<file path="config.mk">
export PLATFORM = sky130hd
export DESIGN_NAME = csr_regfile
export DESIGN_NICKNAME = d
export VERILOG_FILES = /design/src/rtl/csr_regfile.sv
export SDC_FILE = /design/constraint.sdc
export NUM_CORES = 1
export LEC_CHECK = 0
export CAP_MARGIN = 20
export CELL_PAD_IN_SITES_DETAIL_PLACEMENT = 1
export CELL_PAD_IN_SITES_GLOBAL_PLACEMENT = 1
export CORE_MARGIN = 2
export CORE_UTILIZATION = 44
export DETAILED_ROUTE_END_ITERATION = 16
export GPL_ROUTABILITY_DRIVEN = 0
export GPL_TIMING_DRIVEN = 0
export PLACE_DENSITY_LB_ADDON = 0.1
export SLEW_MARGIN = 25
export SYNTH_ARGS = -nofsm -noshare
export SYNTH_HDL_FRONTEND = slang
export SYNTH_SLANG_ARGS = --single-unit
</file>
<file path="constraint.sdc">
create_clock -name clk -period 6 [get_ports clk]
set_input_delay 1.2 -clock clk [delete_from_list [all_inputs] [get_ports clk]]
set_output_delay 1.2 -clock clk [all_outputs]
set_load 0.1 [all_outputs]
</file>
<file path="src/rtl/csr_regfile.sv">
// Machine-mode CSR register file for the RV32 core.
// Provides a combinational CSR read port, one committed write port, trap/mret updates and the hardware counters.
module csr_regfile #(
  parameter logic [31:0] HART_ID     = 32'd0,
  parameter logic [31:0] MTVEC_RESET = 32'h0000_0000,
  parameter logic [31:0] MISA_VALUE  = 32'h4000_0100
) (
  input  logic        clk,
  input  logic        rst,
  input  logic [11:0] csr_rd_addr,
  output logic [31:0] csr_rd_data,
  output logic        csr_illegal,
  input  logic        csr_wr_en,
  input  logic [11:0] csr_wr_addr,
  input  logic [31:0] csr_wr_data,
  input  logic        inst_retire,
  input  logic        trap_en,
  input  logic [31:0] trap_cause,
  input  logic [31:0] trap_pc,
  input  logic [31:0] trap_val,
  input  logic        mret_en,
  input  logic        ext_irq,
  input  logic        timer_irq,
  input  logic        sw_irq,
  output logic        irq_req,
  output logic [31:0] irq_cause,
  output logic [31:0] trap_vector,
  output logic [31:0] mepc_out
);

  localparam logic [11:0] A_MSTATUS   = 12'h300;
  localparam logic [11:0] A_MISA      = 12'h301;
  localparam logic [11:0] A_MIE       = 12'h304;
  localparam logic [11:0] A_MTVEC     = 12'h305;
  localparam logic [11:0] A_MSCRATCH  = 12'h340;
  localparam logic [11:0] A_MEPC      = 12'h341;
  localparam logic [11:0] A_MCAUSE    = 12'h342;
  localparam logic [11:0] A_MTVAL     = 12'h343;
  localparam logic [11:0] A_MIP       = 12'h344;
  localparam logic [11:0] A_MCYCLE    = 12'hB00;
  localparam logic [11:0] A_MINSTRET  = 12'hB02;
  localparam logic [11:0] A_MCYCLEH   = 12'hB80;
  localparam logic [11:0] A_MINSTRETH = 12'hB82;
  localparam logic [11:0] A_MVENDORID = 12'hF11;
  localparam logic [11:0] A_MARCHID   = 12'hF12;
  localparam logic [11:0] A_MIMPID    = 12'hF13;
  localparam logic [11:0] A_MHARTID   = 12'hF14;

  localparam logic [31:0] MIE_MASK = 32'h0000_0888;

  logic        mstatus_mie;
  logic        mstatus_mpie;
  logic [31:0] mie_q;
  logic [31:0] mip_q;
  logic [31:0] mtvec_q;
  logic [31:0] mepc_q;
  logic [31:0] mcause_q;
  logic [31:0] mtval_q;
  logic [31:0] mscratch_q;
  logic [63:0] mcycle_q;
  logic [63:0] minstret_q;

  logic [31:0] mstatus_rd;
  logic [63:0] mcycle_inc;
  logic [63:0] minstret_inc;
  logic [31:0] irq_pend;
  logic [31:0] mtvec_base;
  logic        rd_impl;
  logic        wr_bad;

  function automatic logic is_impl(input logic [11:0] a);
    case (a)
      A_MSTATUS, A_MISA, A_MIE, A_MTVEC, A_MSCRATCH, A_MEPC, A_MCAUSE,
      A_MTVAL, A_MIP, A_MCYCLE, A_MINSTRET, A_MCYCLEH, A_MINSTRETH,
      A_MVENDORID, A_MARCHID, A_MIMPID, A_MHARTID: is_impl = 1'b1;
      default: is_impl = 1'b0;
    endcase
  endfunction

  function automatic logic is_ro(input logic [11:0] a);
    is_ro = (a == A_MVENDORID) || (a == A_MARCHID) || (a == A_MIMPID) || (a == A_MHARTID);
  endfunction

  // MPP is hard-wired to machine mode; only MIE and MPIE hold state.
  assign mstatus_rd = {19'b0, 2'b11, 3'b0, mstatus_mpie, 3'b0, mstatus_mie, 3'b0};

  always_comb begin
    csr_rd_data = '0;
    case (csr_rd_addr)
      A_MSTATUS:   csr_rd_data = mstatus_rd;
      A_MISA:      csr_rd_data = MISA_VALUE;
      A_MIE:       csr_rd_data = mie_q;
      A_MTVEC:     csr_rd_data = mtvec_q;
      A_MSCRATCH:  csr_rd_data = mscratch_q;
      A_MEPC:      csr_rd_data = mepc_q;
      A_MCAUSE:    csr_rd_data = mcause_q;
      A_MTVAL:     csr_rd_data = mtval_q;
      A_MIP:       csr_rd_data = mip_q;
      A_MCYCLE:    csr_rd_data = mcycle_q[31:0];
      A_MCYCLEH:   csr_rd_data = mcycle_q[63:32];
      A_MINSTRET:  csr_rd_data = minstret_q[31:0];
      A_MINSTRETH: csr_rd_data = minstret_q[63:32];
      A_MHARTID:   csr_rd_data = HART_ID;
      default:     csr_rd_data = '0;
    endcase
  end

  assign rd_impl     = is_impl(csr_rd_addr);
  assign wr_bad      = csr_wr_en && (!is_impl(csr_wr_addr) || is_ro(csr_wr_addr));
  assign csr_illegal = !rd_impl || wr_bad;

  assign mcycle_inc   = mcycle_q + 64'd1;
  assign minstret_inc = minstret_q + {63'b0, inst_retire};

  always_ff @(posedge clk) begin
    if (rst) begin
      mstatus_mie  <= 1'b0;
      mstatus_mpie <= 1'b0;
      mie_q        <= '0;
      mip_q        <= '0;
      mtvec_q      <= MTVEC_RESET;
      mepc_q       <= '0;
      mcause_q     <= '0;
      mtval_q      <= '0;
      mscratch_q   <= '0;
      mcycle_q     <= '0;
      minstret_q   <= '0;
    end else begin
      mip_q <= {20'b0, ext_irq, 3'b0, timer_irq, 3'b0, sw_irq, 3'b0};

      if (csr_wr_en && csr_wr_addr == A_MIE)      mie_q      <= csr_wr_data & MIE_MASK;
      if (csr_wr_en && csr_wr_addr == A_MSCRATCH) mscratch_q <= csr_wr_data;
      // Reserved modes 2/3 collapse to direct mode.
      if (csr_wr_en && csr_wr_addr == A_MTVEC)
        mtvec_q <= {csr_wr_data[31:2], csr_wr_data[1] ? 2'b00 : csr_wr_data[1:0]};

      if (trap_en) begin
        mepc_q       <= {trap_pc[31:2], 2'b00};
        mcause_q     <= trap_cause;
        mtval_q      <= trap_val;
        mstatus_mpie <= mstatus_mie;
        mstatus_mie  <= 1'b0;
      end else begin
        if (csr_wr_en && csr_wr_addr == A_MEPC)   mepc_q   <= {csr_wr_data[31:2], 2'b00};
        if (csr_wr_en && csr_wr_addr == A_MCAUSE) mcause_q <= csr_wr_data;
        if (csr_wr_en && csr_wr_addr == A_MTVAL)  mtval_q  <= csr_wr_data;
        if (mret_en) begin
          mstatus_mie  <= mstatus_mpie;
          mstatus_mpie <= 1'b1;
        end else if (csr_wr_en && csr_wr_addr == A_MSTATUS) begin
          mstatus_mie  <= csr_wr_data[3];
          mstatus_mpie <= csr_wr_data[7];
        end
      end

      // A half-write replaces that half; a high-half write drops the low-half carry.
      if (csr_wr_en && csr_wr_addr == A_MCYCLE)
        mcycle_q[31:0] <= csr_wr_data;
      else if (csr_wr_en && csr_wr_addr == A_MCYCLEH)
        mcycle_q <= {csr_wr_data, mcycle_inc[31:0]};
      else
        mcycle_q <= mcycle_inc;

      if (csr_wr_en && csr_wr_addr == A_MINSTRET)
        minstret_q[31:0] <= csr_wr_data;
      else if (csr_wr_en && csr_wr_addr == A_MINSTRETH)
        minstret_q <= {csr_wr_data, minstret_inc[31:0]};
      else
        minstret_q <= minstret_inc;
    end
  end

  assign irq_pend = mip_q & mie_q;
  assign irq_req  = mstatus_mie && (|irq_pend);

  always_comb begin
    irq_cause = '0;
    if (irq_pend[11])     irq_cause = 32'h8000_000B;
    else if (irq_pend[3]) irq_cause = 32'h8000_0003;
    else if (irq_pend[7]) irq_cause = 32'h8000_0007;
  end

  assign mtvec_base = {mtvec_q[31:2], 2'b00};

  always_comb begin
    trap_vector = mtvec_base;
    if (mtvec_q[1:0] == 2'b01 && trap_cause[31])
      trap_vector = mtvec_base + {25'b0, trap_cause[4:0], 2'b00};
  end

  assign mepc_out = mepc_q;

endmodule

</file>
==> results.rst <==
.. list-table::
   :header-rows: 1

   * - Metric
     - Value
   * - Worst Setup Slack post-DPL
     - -0.864 ns
   * - CP max stage cell
     - sky130_fd_sc_hd__o2bb2ai_1
   * - Die X-Extent
     - 206 microns
   * - Maximum clock insertion buffer count
     - 3
   * - Die Y
     - 206 microns
   * - Worst min-delay path startpoint
     - mscratch_q[24]
   * - Clock tree from TritonCTS
     - done
   * - Synth area leaders
     - sky130_fd_sc_hd__dfxtp_1, sky130_fd_sc_hd__mux2i_1, sky130_fd_sc_hd__mux2_2
   * - Maximum level of the CTS H-tree
     - 2
   * - Cell-by-cell listing of the critical path
     - clkdlybuf4s50_1, nor4_4, clkbuf_1, a22oi_1, o2bb2ai_1, a221oi_1, o211ai_1, clkdlybuf4s15_2
   * - Most frequent cell after synthesis
     - sky130_fd_sc_hd__dfxtp_1
   * - Worst hold path stage count
     - 2
   * - Area overhead of the layout relative to synthesis
     - 24.2%
   * - Syn_area_per_cell
     - 8.13 sq um
   * - Max rail drop VDD
     - 0.206 mV
   * - # nets final
     - 2676
   * - Sequential cell area fraction in the yosys report
     - 0.326
   * - Clock Skew
     - 0.0157 ns
   * - Final Hold Slack
     - 0.463 ns
   * - Num ports
     - 291
   * - Worst-Skew Late Latency
     - 0.58 ns
   * - Hold Vio Cnt, Final
     - 0
   * - Number of library cell types mapped by synthesis
     - 76
   * - Register-to-Register Setup Slack
     - 2.83 ns
   * - Global-route track usage on met1
     - 0.529
   * - Post-DR vias/cell
     - 6.74
   * - Post-layout total power
     - 5.05 mW
   * - Worst-path fanout max
     - 10
   * - Final critical path time including I/O delays and setup
     - 6.06 ns
   * - CP startpoint kind
     - input pin
   * - Main flop type after synthesis
     - sky130_fd_sc_hd__dfxtp_1
   * - Failing checks
     - negative setup slack
   * - Run status
     - complete, but fails checks
   * - Post-synth EDFFs
     - 0
   * - First-pass iteration count of the detailed router
     - 6
   * - Cell Count Post-Placement
     - 2998
   * - Total congestion overflow
     - 0
   * - Number of antenna violations at the first check in global routing
     - 8
   * - WP data required
     - 4.80 ns
   * - Pleak
     - 8.03 nW
   * - # DRC
     - 0
   * - Met3 Track Usage GR
     - 0.125
   * - Via count of the first global-routing pass
     - 20100
   * - Number of CTS-inserted buffers
     - 37
   * - Final count of negative-setup-slack endpoints
     - 2
   * - Tightest slew margin relative to the limit
     - 0.243
   * - Final Max Tran Viols
     - 0
   * - Number of buffers inserted by port buffering
     - 221
   * - Maximum number of pins on one net before global-route repair
     - 13
   * - Sinks on Clock Net
     - 293
   * - Cell type with the highest aggregate area in the netlist
     - sky130_fd_sc_hd__dfxtp_1
   * - Global routing's busiest layer
     - met2
   * - Final Cycle Share
     - 1.01
   * - Max Cap Violations
     - 0
   * - Final worst-path setup slack
     - -0.0641 ns
   * - Number of fillers in the final layout
     - 4870
   * - Detailed-route wire length per cell
     - 31.2 microns
   * - Non-filler cells, final
     - 3070
   * - Worst-Margin Slew
     - 1.14 ns
   * - Start-to-end type of the worst setup path
     - input pin to output port
   * - Detailed Route WL
     - 95800 microns
   * - Hold Crit Endpoint
     - mscratch_q[24]
   * - Wire length of the first global-routing pass
     - 135000 microns
   * - Number of standard cells after synthesis
     - 2215
   * - Power per cell area
     - 226 mW/mm^2
   * - CP arrival
     - 4.86 ns
   * - Cell at the root of the clock tree
     - sky130_fd_sc_hd__clkbuf_16
   * - Synth Cell Area
     - 0.0180 sq mm
   * - DRC violation total after the first TritonRoute iteration
     - 2549
   * - Highest Clock Rate
     - 0.165 GHz
   * - Clock input transition at the sequential cells of the worst setup and hold paths
     - 0.06 ns
   * - Yosys warns
     - 0
   * - Combined global-route utilization of all metal layers
     - 0.438
   * - Slowest stage delay, CP
     - 0.71 ns
   * - Met2 Use GR
     - 0.656
   * - Starting utilization of the core area
     - 0.443
   * - Class of the tightest hold or removal check
     - register to register
   * - Flops & latches, synth
     - 293
   * - Endpoint of the most critical register-to-register path
     - minstret_q[54]
   * - Antenna Nets Post-Route
     - 0
   * - DP Wirelength
     - 70700 microns
   * - Crit. End Element
     - output port
   * - Area share of the largest cell type after synthesis
     - 0.326
   * - Core Footprint
     - 0.0406 sq mm
   * - Area of the die
     - 0.0425 sq mm
   * - Launch point of the worst reg-to-reg path
     - minstret_q[0]
   * - Count of vias placed by the detailed router
     - 20700
   * - Fraction of registers with async set or reset after synthesis
     - 0
   * - Cell count of the worst reg-to-reg path
     - 9
   * - Placement Rows
     - 74
   * - Synth top cells by count
     - sky130_fd_sc_hd__dfxtp_1, sky130_fd_sc_hd__nand2_1, sky130_fd_sc_hd__nor2_1
   * - Fraction of layout instances using a drive strength above 1
     - 0.133
## registers in the layout, summed over array words and instances, names as in the netlist
register      count
mcycle_q         64
minstret_q       64
mcause_q         32
mscratch_q       32
mtval_q          32
mtvec_q          31
mepc_out         30
mie_q             3
mip_q             3
mstatus_mie       1
mstatus_mpie      1
## metrics by stage
stage	instance area, sq um	utilization	setup TNS, ns
after floorplan	18100	-	0
after global placement	21000	0.516	-28.86
after detailed placement	21000	0.517	-24.65
after CTS	22300	0.549	0
after global routing	22300	0.549	-0.00923
final	22300	0.550	-0.0654
## worst max-delay path, delay by kind of cell
family / cells / cell delay (ns)
AOI/OAI and AO/OA: 4 / 1.31
buffers and inverters: 3 / 1.67
and+or+nand+nor: 1 / 0.66
## worst max-delay path by stage
stage                               from         endpoint  slack (ns)
after floorplan            trap_cause[0]   trap_vector[6]        0.44
after global placement    csr_rd_addr[8]   csr_rd_data[2]       -1.11
after detailed placement  csr_rd_addr[1]  csr_rd_data[31]       -0.86
after CTS                 csr_rd_addr[1]   csr_rd_data[8]        0.02
after global routing      csr_rd_addr[1]  csr_rd_data[17]      -0.009
final                     csr_rd_addr[1]  csr_rd_data[18]       -0.06
## placed cells by master (no fill, tap or decap), drive strengths merged, types with 8 or more instances in the layout
cell / Yosys / layout
mux2i: 125 / 125
buf: 112 / 113
or4: 16 / 16
a31oi: 57 / 57
clkbuf: 115 / 168
and2: 16 / 16
dlymetal6s2s: 0 / 10
and3: 24 / 24
o2bb2ai: 19 / 19
nand3b: 10 / 10
clkdlybuf4s15: 0 / 29
or3: 45 / 45
inv: 13 / 14
xnor2: 40 / 40
a22oi: 93 / 93
o21ai: 40 / 40
nand3: 96 / 96
nor4: 22 / 22
clkdlybuf4s50: 0 / 171
nor3: 44 / 44
xor2: 48 / 48
and4: 17 / 17
conb: 1 / 31
a21oi: 109 / 109
clkinv: 0 / 13
nand2: 262 / 262
o211ai: 32 / 32
nor2: 227 / 227
a221oi: 29 / 29
ha: 8 / 8
a211oi: 59 / 59
mux2: 104 / 104
dfxtp: 293 / 293
nand4: 53 / 53
## layout make-up
| cell class | count | area (sq um) | share of cell area |
|---|---|---|---|
| multi-input cells | 1712 | 11200 | 0.500 |
| flip-flops and latches | 293 | 5870 | 0.263 |
| repair buffers | 222 | 2240 | 0.100 |
| plain buffers | 227 | 1130 | 0.0504 |
| clock buffers | 48 | 1050 | 0.0470 |
| well taps | 532 | 666 | 0.0298 |
| clock inverters | 17 | 168 | 0.00750 |
| inverters | 13 | 48.8 | 0.00218 |
| diodes | 6 | 15.0 | 0.000672 |
## per-layer routing
layer,vias up,wire [microns]
met3,429,11100
met4,4,8630
met1,10200,35100
met2,1411,40800
met5,-,258
li1,8680,-
## what timing repair did
action / in CTS / in global routing
endpoints found under the setup margin: 41 / 41
setup buffers: 1 / 0
hold endpoints to repair: 0 / 0
resized for setup: 109 / 36
hold buffers: 0 / 0
## power by group
| group | leakage [nW] | internal (mW) | total [mW] | switching, mW |
|---|---|---|---|---|
| sequential | 2.38 | 1.99 | 2.03 | 0.0374 |
| clock | 0.613 | 1.36 | 2.34 | 0.974 |
| combinational | 5.03 | 0.213 | 0.683 | 0.470 |
| total | 8.03 | 3.56 | 5.05 | 1.48 |
## cell families (layout without fill, tap and decap cells)
logic type | count (synthesis) | after routing | share of synthesized area
other | 1 | 37 | 0.000208
XOR/XNOR | 88 | 88 | 0.0428
AO/OA/AOI/OAI | 486 | 486 | 0.184
adder cells (fa/ha/maj) | 9 | 9 | 0.00667
flip-flops | 293 | 293 | 0.326
AND/OR/NAND/NOR | 869 | 869 | 0.241
buffers and inverters | 240 | 527 | 0.0644
multiplexers | 229 | 229 | 0.135
Note: power is estimated with default switching activity, not from simulation.
